## config.mk

```make
export PLATFORM = sky130hd
export DESIGN_NAME = set_ctrl_flat
export DESIGN_NICKNAME = d
export VERILOG_FILES = /design/src/rtl/set_ctrl_pkg.sv /design/src/rtl/set_ctrl_if.sv /design/src/rtl/set_ctrl_set_eval.sv /design/src/rtl/set_ctrl.sv /design/src/flat_wrapper.sv
export SDC_FILE = /design/constraint.sdc
export NUM_CORES = 1
export LEC_CHECK = 0
export BUFFER_PORTS_ARGS = -buffer_cell sky130_fd_sc_hd__buf_2
export CAP_MARGIN = 0
export CORE_AREA = 2 2 92 94
export CTS_CLUSTER_DIAMETER = 50
export DETAILED_ROUTE_END_ITERATION = 12
export DIE_AREA = 0 0 94 96
export REMOVE_ABC_BUFFERS = 1
export SYNTH_ARGS = -nofsm -noshare
export SYNTH_HDL_FRONTEND = slang
export SYNTH_HIERARCHICAL = 1
export SYNTH_SLANG_ARGS = --single-unit
```

## constraint.sdc

```tcl
create_clock -name clk -period 2.2 [get_ports clk]
set_input_delay 0.44 -clock clk [delete_from_list [all_inputs] [get_ports clk]]
set_output_delay 0.44 -clock clk [all_outputs]
set_load 0.005 [all_outputs]
```

## src/rtl/set_ctrl_pkg.sv

```systemverilog
// Shared definitions for the set-instruction controller: op codes, FSM states
// and the default ALU timeout.
package set_ctrl_pkg;

    typedef enum logic [1:0] {
        OP_SEQ = 2'b00,
        OP_SLT = 2'b01,
        OP_SGE = 2'b10,
        OP_SCO = 2'b11
    } op_t;

    typedef enum logic [1:0] {
        S_IDLE,
        S_ISSUE,
        S_WAIT,
        S_WB
    } state_t;

    localparam int unsigned DEFAULT_TIMEOUT = 15;

endpackage

```

## src/rtl/set_ctrl_if.sv

```systemverilog
// Request, ALU and write-back signal bundle for set_ctrl; the controller side
// uses the slave modport, the surrounding environment uses master.
interface set_ctrl_if;

    logic        req_valid;
    logic        req_ready;
    logic [1:0]  req_op;
    logic [15:0] req_rs;
    logic [15:0] req_rt;
    logic [2:0]  req_rd;
    logic [15:0] alu_a;
    logic [15:0] alu_b;
    logic        alu_sub;
    logic        alu_start;
    logic        alu_done;
    logic        alu_zero;
    logic        alu_cout;
    logic        alu_msb;
    logic        wb_valid;
    logic        wb_ready;
    logic [15:0] wb_data;
    logic [2:0]  wb_reg;
    logic        err;

    modport slave (
        input  req_valid, req_op, req_rs, req_rt, req_rd,
        input  alu_done, alu_zero, alu_cout, alu_msb, wb_ready,
        output req_ready, alu_a, alu_b, alu_sub, alu_start,
        output wb_valid, wb_data, wb_reg, err
    );

    modport master (
        output req_valid, req_op, req_rs, req_rt, req_rd,
        output alu_done, alu_zero, alu_cout, alu_msb, wb_ready,
        input  req_ready, alu_a, alu_b, alu_sub, alu_start,
        input  wb_valid, wb_data, wb_reg, err
    );

endinterface

```

## src/rtl/set_ctrl_set_eval.sv

```systemverilog
// Selects the set bit from the ALU flags according to the set-instruction op.
module set_eval
    import set_ctrl_pkg::*;
(
    input  op_t  op,
    input  logic zero,
    input  logic cout,
    input  logic msb,
    output logic set_bit
);

    always_comb begin
        set_bit = 1'b0;
        case (op)
            OP_SEQ:  set_bit = zero;
            OP_SLT:  set_bit = msb;
            OP_SGE:  set_bit = ~msb;
            OP_SCO:  set_bit = cout;
            default: set_bit = 1'b0;
        endcase
    end

endmodule

```

## src/rtl/set_ctrl.sv

```systemverilog
// Set-instruction controller: accepts a request, launches one ALU operation,
// turns the returned flags into a 0/1 result and hands it to write-back.
module set_ctrl
    import set_ctrl_pkg::*;
#(
    parameter int unsigned TIMEOUT = DEFAULT_TIMEOUT
)
(
    input logic      clk,
    input logic      rst,
    set_ctrl_if.slave bus
);

    localparam logic [15:0] CNT_LAST = 16'(TIMEOUT - 1);

    state_t      state;
    state_t      state_nx;
    op_t         op_q;
    logic [15:0] rs_q;
    logic [15:0] rt_q;
    logic [2:0]  rd_q;
    logic        set_q;
    logic        err_q;
    logic [15:0] cnt;
    logic        eval_bit;

    set_eval u_set_eval (
        .op      (op_q),
        .zero    (bus.alu_zero),
        .cout    (bus.alu_cout),
        .msb     (bus.alu_msb),
        .set_bit (eval_bit)
    );

    always_ff @(posedge clk) begin
        if (rst) begin
            state <= S_IDLE;
            op_q  <= OP_SEQ;
            rs_q  <= '0;
            rt_q  <= '0;
            rd_q  <= '0;
            set_q <= 1'b0;
            err_q <= 1'b0;
            cnt   <= '0;
        end else begin
            state <= state_nx;
            case (state)
                S_IDLE: begin
                    if (bus.req_valid) begin
                        op_q <= op_t'(bus.req_op);
                        rs_q <= bus.req_rs;
                        rt_q <= bus.req_rt;
                        rd_q <= bus.req_rd;
                    end
                end
                S_ISSUE: cnt <= '0;
                S_WAIT: begin
                    // a done on the last allowed cycle takes priority over the timeout
                    if (bus.alu_done)
                        set_q <= eval_bit;
                    else if (cnt == CNT_LAST)
                        err_q <= 1'b1;
                    else
                        cnt <= cnt + 16'd1;
                end
                default: ;
            endcase
        end
    end

    // Operand and result buses are gated to their active states so that idle
    // outputs read as zero regardless of what was last latched.
    always_comb begin
        state_nx      = state;
        bus.req_ready = 1'b0;
        bus.alu_start = 1'b0;
        bus.alu_a     = '0;
        bus.alu_b     = '0;
        bus.alu_sub   = 1'b0;
        bus.wb_valid  = 1'b0;
        bus.wb_data   = '0;
        bus.wb_reg    = '0;
        case (state)
            S_IDLE: begin
                bus.req_ready = 1'b1;
                if (bus.req_valid) state_nx = S_ISSUE;
            end
            S_ISSUE: begin
                bus.alu_start = 1'b1;
                bus.alu_a     = rs_q;
                bus.alu_b     = rt_q;
                bus.alu_sub   = (op_q != OP_SCO);
                state_nx      = S_WAIT;
            end
            S_WAIT: begin
                bus.alu_a   = rs_q;
                bus.alu_b   = rt_q;
                bus.alu_sub = (op_q != OP_SCO);
                if (bus.alu_done)
                    state_nx = S_WB;
                else if (cnt == CNT_LAST)
                    state_nx = S_IDLE;
            end
            S_WB: begin
                bus.wb_valid = 1'b1;
                bus.wb_data  = {15'b0, set_q};
                bus.wb_reg   = rd_q;
                if (bus.wb_ready) state_nx = S_IDLE;
            end
            default: state_nx = S_IDLE;
        endcase
    end

    assign bus.err = err_q;

endmodule

```

## src/flat_wrapper.sv

```systemverilog
// flat-port wrapper written by rule: the top's interface ports become plain ports
module set_ctrl_flat import set_ctrl_pkg::*;
#(
    parameter int unsigned TIMEOUT = DEFAULT_TIMEOUT
)
  (clk, rst, bus_req_valid, bus_req_op, bus_req_rs, bus_req_rt, bus_req_rd, bus_alu_done, bus_alu_zero, bus_alu_cout, bus_alu_msb, bus_wb_ready, bus_req_ready, bus_alu_a, bus_alu_b, bus_alu_sub, bus_alu_start, bus_wb_valid, bus_wb_data, bus_wb_reg, bus_err);
  set_ctrl_if bus_i ();
  input logic clk;
  input logic rst;
  input wire logic [$bits(bus_i.req_valid)-1:0] bus_req_valid;
  input wire logic [$bits(bus_i.req_op)-1:0] bus_req_op;
  input wire logic [$bits(bus_i.req_rs)-1:0] bus_req_rs;
  input wire logic [$bits(bus_i.req_rt)-1:0] bus_req_rt;
  input wire logic [$bits(bus_i.req_rd)-1:0] bus_req_rd;
  input wire logic [$bits(bus_i.alu_done)-1:0] bus_alu_done;
  input wire logic [$bits(bus_i.alu_zero)-1:0] bus_alu_zero;
  input wire logic [$bits(bus_i.alu_cout)-1:0] bus_alu_cout;
  input wire logic [$bits(bus_i.alu_msb)-1:0] bus_alu_msb;
  input wire logic [$bits(bus_i.wb_ready)-1:0] bus_wb_ready;
  output wire logic [$bits(bus_i.req_ready)-1:0] bus_req_ready;
  output wire logic [$bits(bus_i.alu_a)-1:0] bus_alu_a;
  output wire logic [$bits(bus_i.alu_b)-1:0] bus_alu_b;
  output wire logic [$bits(bus_i.alu_sub)-1:0] bus_alu_sub;
  output wire logic [$bits(bus_i.alu_start)-1:0] bus_alu_start;
  output wire logic [$bits(bus_i.wb_valid)-1:0] bus_wb_valid;
  output wire logic [$bits(bus_i.wb_data)-1:0] bus_wb_data;
  output wire logic [$bits(bus_i.wb_reg)-1:0] bus_wb_reg;
  output wire logic [$bits(bus_i.err)-1:0] bus_err;
  assign bus_i.req_valid = bus_req_valid;
  assign bus_i.req_op = bus_req_op;
  assign bus_i.req_rs = bus_req_rs;
  assign bus_i.req_rt = bus_req_rt;
  assign bus_i.req_rd = bus_req_rd;
  assign bus_i.alu_done = bus_alu_done;
  assign bus_i.alu_zero = bus_alu_zero;
  assign bus_i.alu_cout = bus_alu_cout;
  assign bus_i.alu_msb = bus_alu_msb;
  assign bus_i.wb_ready = bus_wb_ready;
  assign bus_req_ready = bus_i.req_ready;
  assign bus_alu_a = bus_i.alu_a;
  assign bus_alu_b = bus_i.alu_b;
  assign bus_alu_sub = bus_i.alu_sub;
  assign bus_alu_start = bus_i.alu_start;
  assign bus_wb_valid = bus_i.wb_valid;
  assign bus_wb_data = bus_i.wb_data;
  assign bus_wb_reg = bus_i.wb_reg;
  assign bus_err = bus_i.err;
  set_ctrl #(.TIMEOUT(TIMEOUT)) u_core (.clk(clk), .rst(rst), .bus(bus_i));
endmodule
```

# [After elaboration in Yosys (flattened, before gate mapping)]
# Cells that the tools add are included.
[classes] addsub=1 mul=0 div=0 order_cmp=0 n_eq_ne=13 shift=0 n_mux=17 bitwise=2 n_reduce_logical=9
[op_table] operator="16-bit two-way mux" n=4
[op_table] operator="16-bit one-hot mux with 2 select lines" n=1
[op_table] operator="16-bit by 1-bit adder with 16-bit output, second input constant" n=1
[op_table] operator="16-bit by 4-bit == test with 1-bit output, second input constant" n=1
[op_table] operator="2-bit != test, second input constant" n=5
[op_table] operator="3-bit AND reduction" n=3
[op_table] operator="2-bit == test, second input constant" n=4
[op_table] operator="2-bit two-way mux" n=4
[op_table] operator="2-bit one-hot mux with 4 select lines" n=1
[op_table] operator="1-bit two-way mux" n=5
[op_table] operator="2-bit by 1-bit == test with 1-bit output, second input constant" n=2
[op_table] operator="2-bit logical NOT" n=2
[op_table] operator="1-bit one-hot mux with 4 select lines" n=1
[op_table] operator="2-bit AND reduction" n=2
[op_table] operator="3-bit two-way mux" n=1
[op_table] operator="3-bit by 2-bit != test with 1-bit output, second input constant" n=1
[op_table] operator="1-bit inverter" n=2
[op_table] operator="2-bit nonzero test" n=1
[op_table] operator="2-bit OR reduction" n=1
[word_totals] reg_bits=57 latchBits=0 ramBits=0 mem_bits_ro=0 wordCells=50 memories=0

# [Longest topological paths before layout]
# Gate-level depths: netlist of run 1.
[depth] depth_word=4 ltp_mapped=9 ltp_nobuf=7

# [Hierarchy]
# Netlist of run 1, hierarchy kept.
[by_module_without_submodules] module="set_ctrl" n_inst=1 cells_per_inst=346 area_each_um2=2682.6
[by_module_without_submodules] module="set_eval" n_inst=1 cells_per_inst=5 area_each_um2=32.5

# [Worst setup path before layout of run 1]
# No wires, ideal clock.
[synth_path] path_kind="register to register" start="register u_core.state[0]" end="register u_core.cnt[15]" arrival_ps=1621 required_ps=2075 setup_slack_ps=454 stages_incl_launch_ff=9 path_buffers=1 cell_sequence="dfxtp_1 > inv_1 > ha_1 > and2b_1 > buf_6 > nand3_2 > or4_4 > nand3_1 > o31ai_2"
[synth_via] elab_chain_cells=3
[synth_rtl] item="start, declared" line="set_ctrl.sv:16" source="state_t state;"
[synth_rtl] item="start signal, assigned" line="set_ctrl.sv:46" source="state <= state_nx;"
[synth_rtl] item="2-bit == test / 2-bit by 1-bit == test with 1-bit output (equally long branches)" line="set_ctrl.sv:47" source="case (state)"
[synth_rtl] item="2-bit != test (no line) / 2-bit nonzero test (equally long branches)"
[synth_rtl] item="3-bit AND reduction (no line)"
[synth_rtl] item="end signal, assigned" line="set_ctrl.sv:64" source="cnt <= cnt + 16'd1;"
[synth_rtl] item="end, declared" line="set_ctrl.sv:24" source="logic [15:0] cnt;"
# Several ways; a longest one is shown, not always the timed one.
# A chain may end at the register's enable or synchronous reset.

# [Worst setup path in the final report of run 1]
# Ends and elaborated chain as after synthesis.

==> metrics, run 1 <==
achievable clock frequency=498 MHz; # port buffers=85; drt drc=0; initial antenna violation count=0; chip height=between 90 and 100 um; worst skew pair latency=between 300 and 400 ps; IO Count=101; CP Capture Type=register; Worst EP arrival=2230 ps; CTS tree=done; element type at the critical path start=register; flops & latches, synth=57; RR Startpoint=u_core/state[0]$_SDFFE_PP0P_; placed cell count=around 530; maxcap violations=0; Yosys cell types=37; status=completed; Post-synth EDFFs=0; Max Slew Vio Count=0; die area=~9000 um2; delay of the slowest critical-path stage=550 ps; Mapped Cells=351; setup_tns=0 ps; wire length per cell=12.0 um; ANT cells=0; first-pass GRT wire length=10700 um; crit path kind=register to register; PD cells=approximately 860 nW/um2; Mapped Avg Cell Area=7.74 um2; hold buffer count at CTS=0; Row Count=33; clock sinks=57; CTS buffer count=9; FILL cells=868; crit path from=u_core/state[0]$_SDFFE_PP0P_; DR vias/cell=4.58; CP Data Required Time=2420 ps; CP Cell Sequence=inv_1 > ha_1 > and2b_1 > nand3_2 > or4_4 > nand3_1 > o31ai_2; maximum vdd drop=0.469 mV; initial cell density of the core=0.337; DR iter-0 viols=119; min cycle time layout=2010 ps; core area=slightly above 8000 um2; Final Net Count=slightly below 500; vias in the first global route=2379; WHS=342 ps; Tightest Hold Check Type=primary input to register; CP max FO=9; most frequent cells in the layout=buf_2 (85), nand2_1 (83), dfxtp_1 (56); final hold vios=0; HPWL after detailed placement=about 4500 um; ys async rst share=0; RSZ-0062 raised after global routing=no; register area share after synthesis=0.420; post-route clock period utilization=0.913; DR pass1 iterations=4; Final setup viols=0; Total Routing Usage GR=0.152; H-Tree Level Count=3; Ys Warns=6; CP max stage cell=or4_4; DR vias=2482; hold_sp=bus_req_rt[4]; Area growth syn-to-layout=25.7%; CTS root buffer=clkbuf_8; commonest non-fill, non-tap cell in the layout=buf_2; Max clock buf depth=2; gr ovfl total=0; Max Clock Skew=7.93 ps; Netlist Area Pre-Place=roughly 2700 um2; share of layout cells above drive strength 1=0.263; ys flop type=dfxtp_1; WL final=6510 um; Finished Layout Cells=542; Die X=94 um; Final ANT Viol Nets=0; Leakage=about 1.5 nW; clock-pin slew on the worst setup and hold paths=about 70 ps; routability congestion estimate=0.810; largest net degree at the start of global routing=40
path summary, 6_finish.rpt:
check                                              endpoint  slack (ps)  cells after the start
worst max register to register  u_core/cnt[15]$_SDFFE_PP0P_         190                      7
worst max-delay path            u_core/cnt[15]$_SDFFE_PP0P_         190                      7
worst min-delay path            u_core/rt_q[4]$_SDFFE_PP0P_         340                      3
worst min register to register  u_core/rt_q[2]$_SDFFE_PP0P_         450                      2
kinds of logic after synthesis:
kind of cell               synth area share
and+or+nand+nor                       0.323
AOI/OAI and AO/OA                     0.108
xor gates and xnor gates             0.0323
DFF                                   0.420
other                               0.00138
muxes                               0.00783
buffers and inverters                0.0793
adders and majority gates            0.0276
through the flow:
stage | worst slack [ps] | instance area, um2 | util | power, mW
5_1_grt | 29.5 | 3410 | 0.424 | 3.15
4_1_cts | 19.2 | 3400 | 0.422 | 2.97
3_3_place_gp | 317 | 3180 | 0.395 | 1.88
3_5_place_dp | 247 | 3180 | 0.395 | 1.89
6_report | 192 | 3410 | 0.424 | 2.95
2_1_floorplan | 380 | 2570 | - | 1.59
critical path: cells and delay by family (launching register included):
kind | cells | cell delay, ps
AND/OR/NAND/NOR | 4 | 1130
AO/OA/AOI/OAI | 1 | 60
adder cells (fa/ha/maj) | 1 | 240
flip-flops | 1 | 340
buffers and inverters | 1 | 110
layer usage:
metal	routed length [um]	global-route usage
met4	107	0.0592
met2	2920	0.239
met5	0	0
met3	584	0.0767
met1	2900	0.179
sequential cells by signal, indices dropped and copies added, names as in the netlist:
register / count
u_core/cnt: 16
u_core/rd_q: 3
u_core/bus.err: 1
u_core/rs_q: 16
u_core/set_q: 1
u_core/op_q: 2
u_core/state: 2
u_core/rt_q: 16
cells in the mapped netlist, drive strengths merged (2+ instances only):
cell type,count,area (um2)
nand2,83,312
dfxtp,57,1140
a21oi,46,230
and2,39,244
buf,20,140
nor2,19,71.3
clkbuf,14,52.6
nand3,10,55.1
nand4,10,62.6
xor2,9,78.8
ha,6,75.1
inv,6,22.5
nor2b,4,25.0
nor4,4,25.0
and3,3,18.8
nand2b,3,18.8
a211oi,2,15.0
a31o,2,17.5
or4,2,18.8
timing repair:
action,CTS,global route
endpoints found under the setup margin,27,27
gates resized for setup,2,3
buffers inserted,0,0
cloned,0,0
cell type report:
| class | instances | area [um2] | area share |
|---|---|---|---|
| Clock inverter | 2 | 35.0 | 0.0103 |
| Multi-Input combinational cell | 268 | 1420 | 0.417 |
| Tap cell | 105 | 131 | 0.0385 |
| Sequential cell | 57 | 1140 | 0.335 |
| Inverter | 6 | 22.5 | 0.00660 |
| Timing Repair Buffer | 91 | 478 | 0.140 |
| Clock buffer | 13 | 179 | 0.0524 |
power by group:
| part | leakage, nW | switching (mW) | internal, mW | total (mW) |
|---|---|---|---|---|
| Combinational | 0.944 | 0.421 | 0.294 | 0.715 |
| Clock | 0.112 | 0.407 | 0.639 | 1.05 |
| Sequential | 0.465 | 0.0518 | 1.13 | 1.19 |
| Total | 1.52 | 0.880 | 2.07 | 2.95 |
(Power assumes the default switching activity.)
==> run 2: changes to the inputs <==
--- a/config.mk
+++ b/config.mk
@@ -11,7 +11,9 @@
 export CTS_CLUSTER_DIAMETER = 50
 export DETAILED_ROUTE_END_ITERATION = 12
 export DIE_AREA = 0 0 94 96
+export RECOVER_POWER = 50
 export REMOVE_ABC_BUFFERS = 1
+export SETUP_SLACK_MARGIN = 0.4
 export SYNTH_ARGS = -nofsm -noshare
 export SYNTH_HDL_FRONTEND = slang
 export SYNTH_HIERARCHICAL = 1
==> metrics, run 2 (synthesis results as in run 1) <==
status=completed; CP Data Required Time=1760 ps; most frequent cells in the layout=nand2_1 (82), buf_2 (80), dfxtp_1 (55); achievable clock frequency=521 MHz; DR iter-0 viols=76; clock network power share=0.337; wire length per cell=12.3 um; placed cell count=527; Final ANT Viol Nets=0; Tightest Hold Check Type=primary input to register; maximum vdd drop=0.537 mV; CTS root buffer=clkbuf_8; initial antenna violation count=0; Row Count=33; Sw Pwr=0.932 mW; Area growth syn-to-layout=32.0%; PD cells=871 nW/um2; max_slew headroom=0.497; DR vias/cell=4.59; Top Registers=u_core/cnt: 16 flops, u_core/rs_q: 16 flops, u_core/rt_q: 16 flops; Die X=94 um; commonest non-fill, non-tap cell in the layout=nand2_1; Final Net Count=498; worst skew pair latency=330 ps; CP max FO=14; ANT cells=0; setup_tns=0 ps; element type at the critical path start=register; drt drc=0; vias in the first global route=approximately 2500; CTS buffer count=9; chip height=about 96 um; clock-pin slew on the worst setup and hold paths=~70 ps; maxcap violations=0; Finished Layout Cells=556; initial cell density of the core=0.337; Max clock buf depth=2; IO Count=101; largest net degree at the start of global routing=40; Logic pwr share=0.284; post-route clock period utilization=0.873; sequential share of power=0.379; HPWL after detailed placement=4540 um; DR vias=2550; Leakage=1.60 nW; hold_sp=bus_req_rt[9]; CTS tree=done; clock sinks=57; Max Clock Skew=8.63 ps; crit path from=u_core/state[0]$_SDFFE_PP0P_; share of layout cells above drive strength 1=0.299; RR Startpoint=u_core/state[1]$_SDFFE_PP0P_; H-Tree Level Count=3; Int Pwr=~2.2 mW; first-pass GRT wire length=11300 um; core area=8050 um2; Max Slew Vio Count=0; die area=9020 um2; WL final=6860 um; final hold vios=0; crit path kind=register to output port; Total Routing Usage GR=0.161; gr ovfl total=0; Final setup viols=0; min cycle time layout=roughly 1900 ps; CP Capture Type=output port; worst slew pin tran=755 ps; Switching Fraction=0.299; Worst EP arrival=1480 ps; RSZ-0062 raised after global routing=yes; DR pass1 iterations=4; # port buffers=85; routability congestion estimate=0.810
run 2: cell count changes in the layout (fill, tap and decap cells not counted), sizes merged:
cell / before / now
clkbuf: 13 / 17
buf: 91 / 101
run 2: power groups by stage:
stage                     clock network, mW  logic (mW)  registers, mW
after floorplan                           0       0.395           1.19
after global placement                    0       0.678           1.20
after detailed placement                  0       0.684           1.21
after CTS                              1.08       0.892           1.18
after global routing                   1.13       0.999           1.19
final                                  1.05       0.888           1.18
run 2: routing by layer:
metal	up-vias	track usage	share of wire
met1	1142	0.188	0.43
met4	0	0.0628	0.017
met5	-	0	0
met2	90	0.258	0.46
met3	11	0.0767	0.092
li1	1307	-	-
run 2: repair_timing:
action	in CTS	in global routing
setup buffers	8	5
resized for setup	23	8
pin swaps	6	4
endpoints found under the setup margin	43	48
gates cloned	1	0
hold buffers	0	0
run 2: area by class of cell:
class	count	area, um2
timing repair buffer	105	626
fill	855	4470
clock buffer	13	179
inverter	6	22.5
clock inverter	2	35.0
multi-input combinational	268	1450
tap	105	131
sequential	57	1140
run 2: final timing paths:
path         slack (ps)                            to  cells past startpoint
max                 280                  bus_alu_b[5]                      5
min reg2reg         450  u_core/rt_q[14]$_SDFFE_PP0P_                      2
max reg2reg         290   u_core/cnt[15]$_SDFFE_PP0P_                      7
min                 340   u_core/rt_q[9]$_SDFFE_PP0P_                      3
run 2: critical path: stages (launching register included):
cell	delay, ps
dfxtp_1	340
inv_1	80
ha_4	340
buf_12	140
and2_1	130
buf_2	110
run 2: through the flow:
stage               hold WS [ps]  power [mW]  area (um2)  utilization  setup WS (ps)
floorplan                    426        1.59        2570            -            380
global placement             437        1.88        3180        0.395            317
detailed placement           442        1.89        3180        0.395            247
CTS                          320        3.16        3550        0.441            292
global route                 329        3.33        3580        0.445            107
finish                       340        3.12        3580        0.445            280
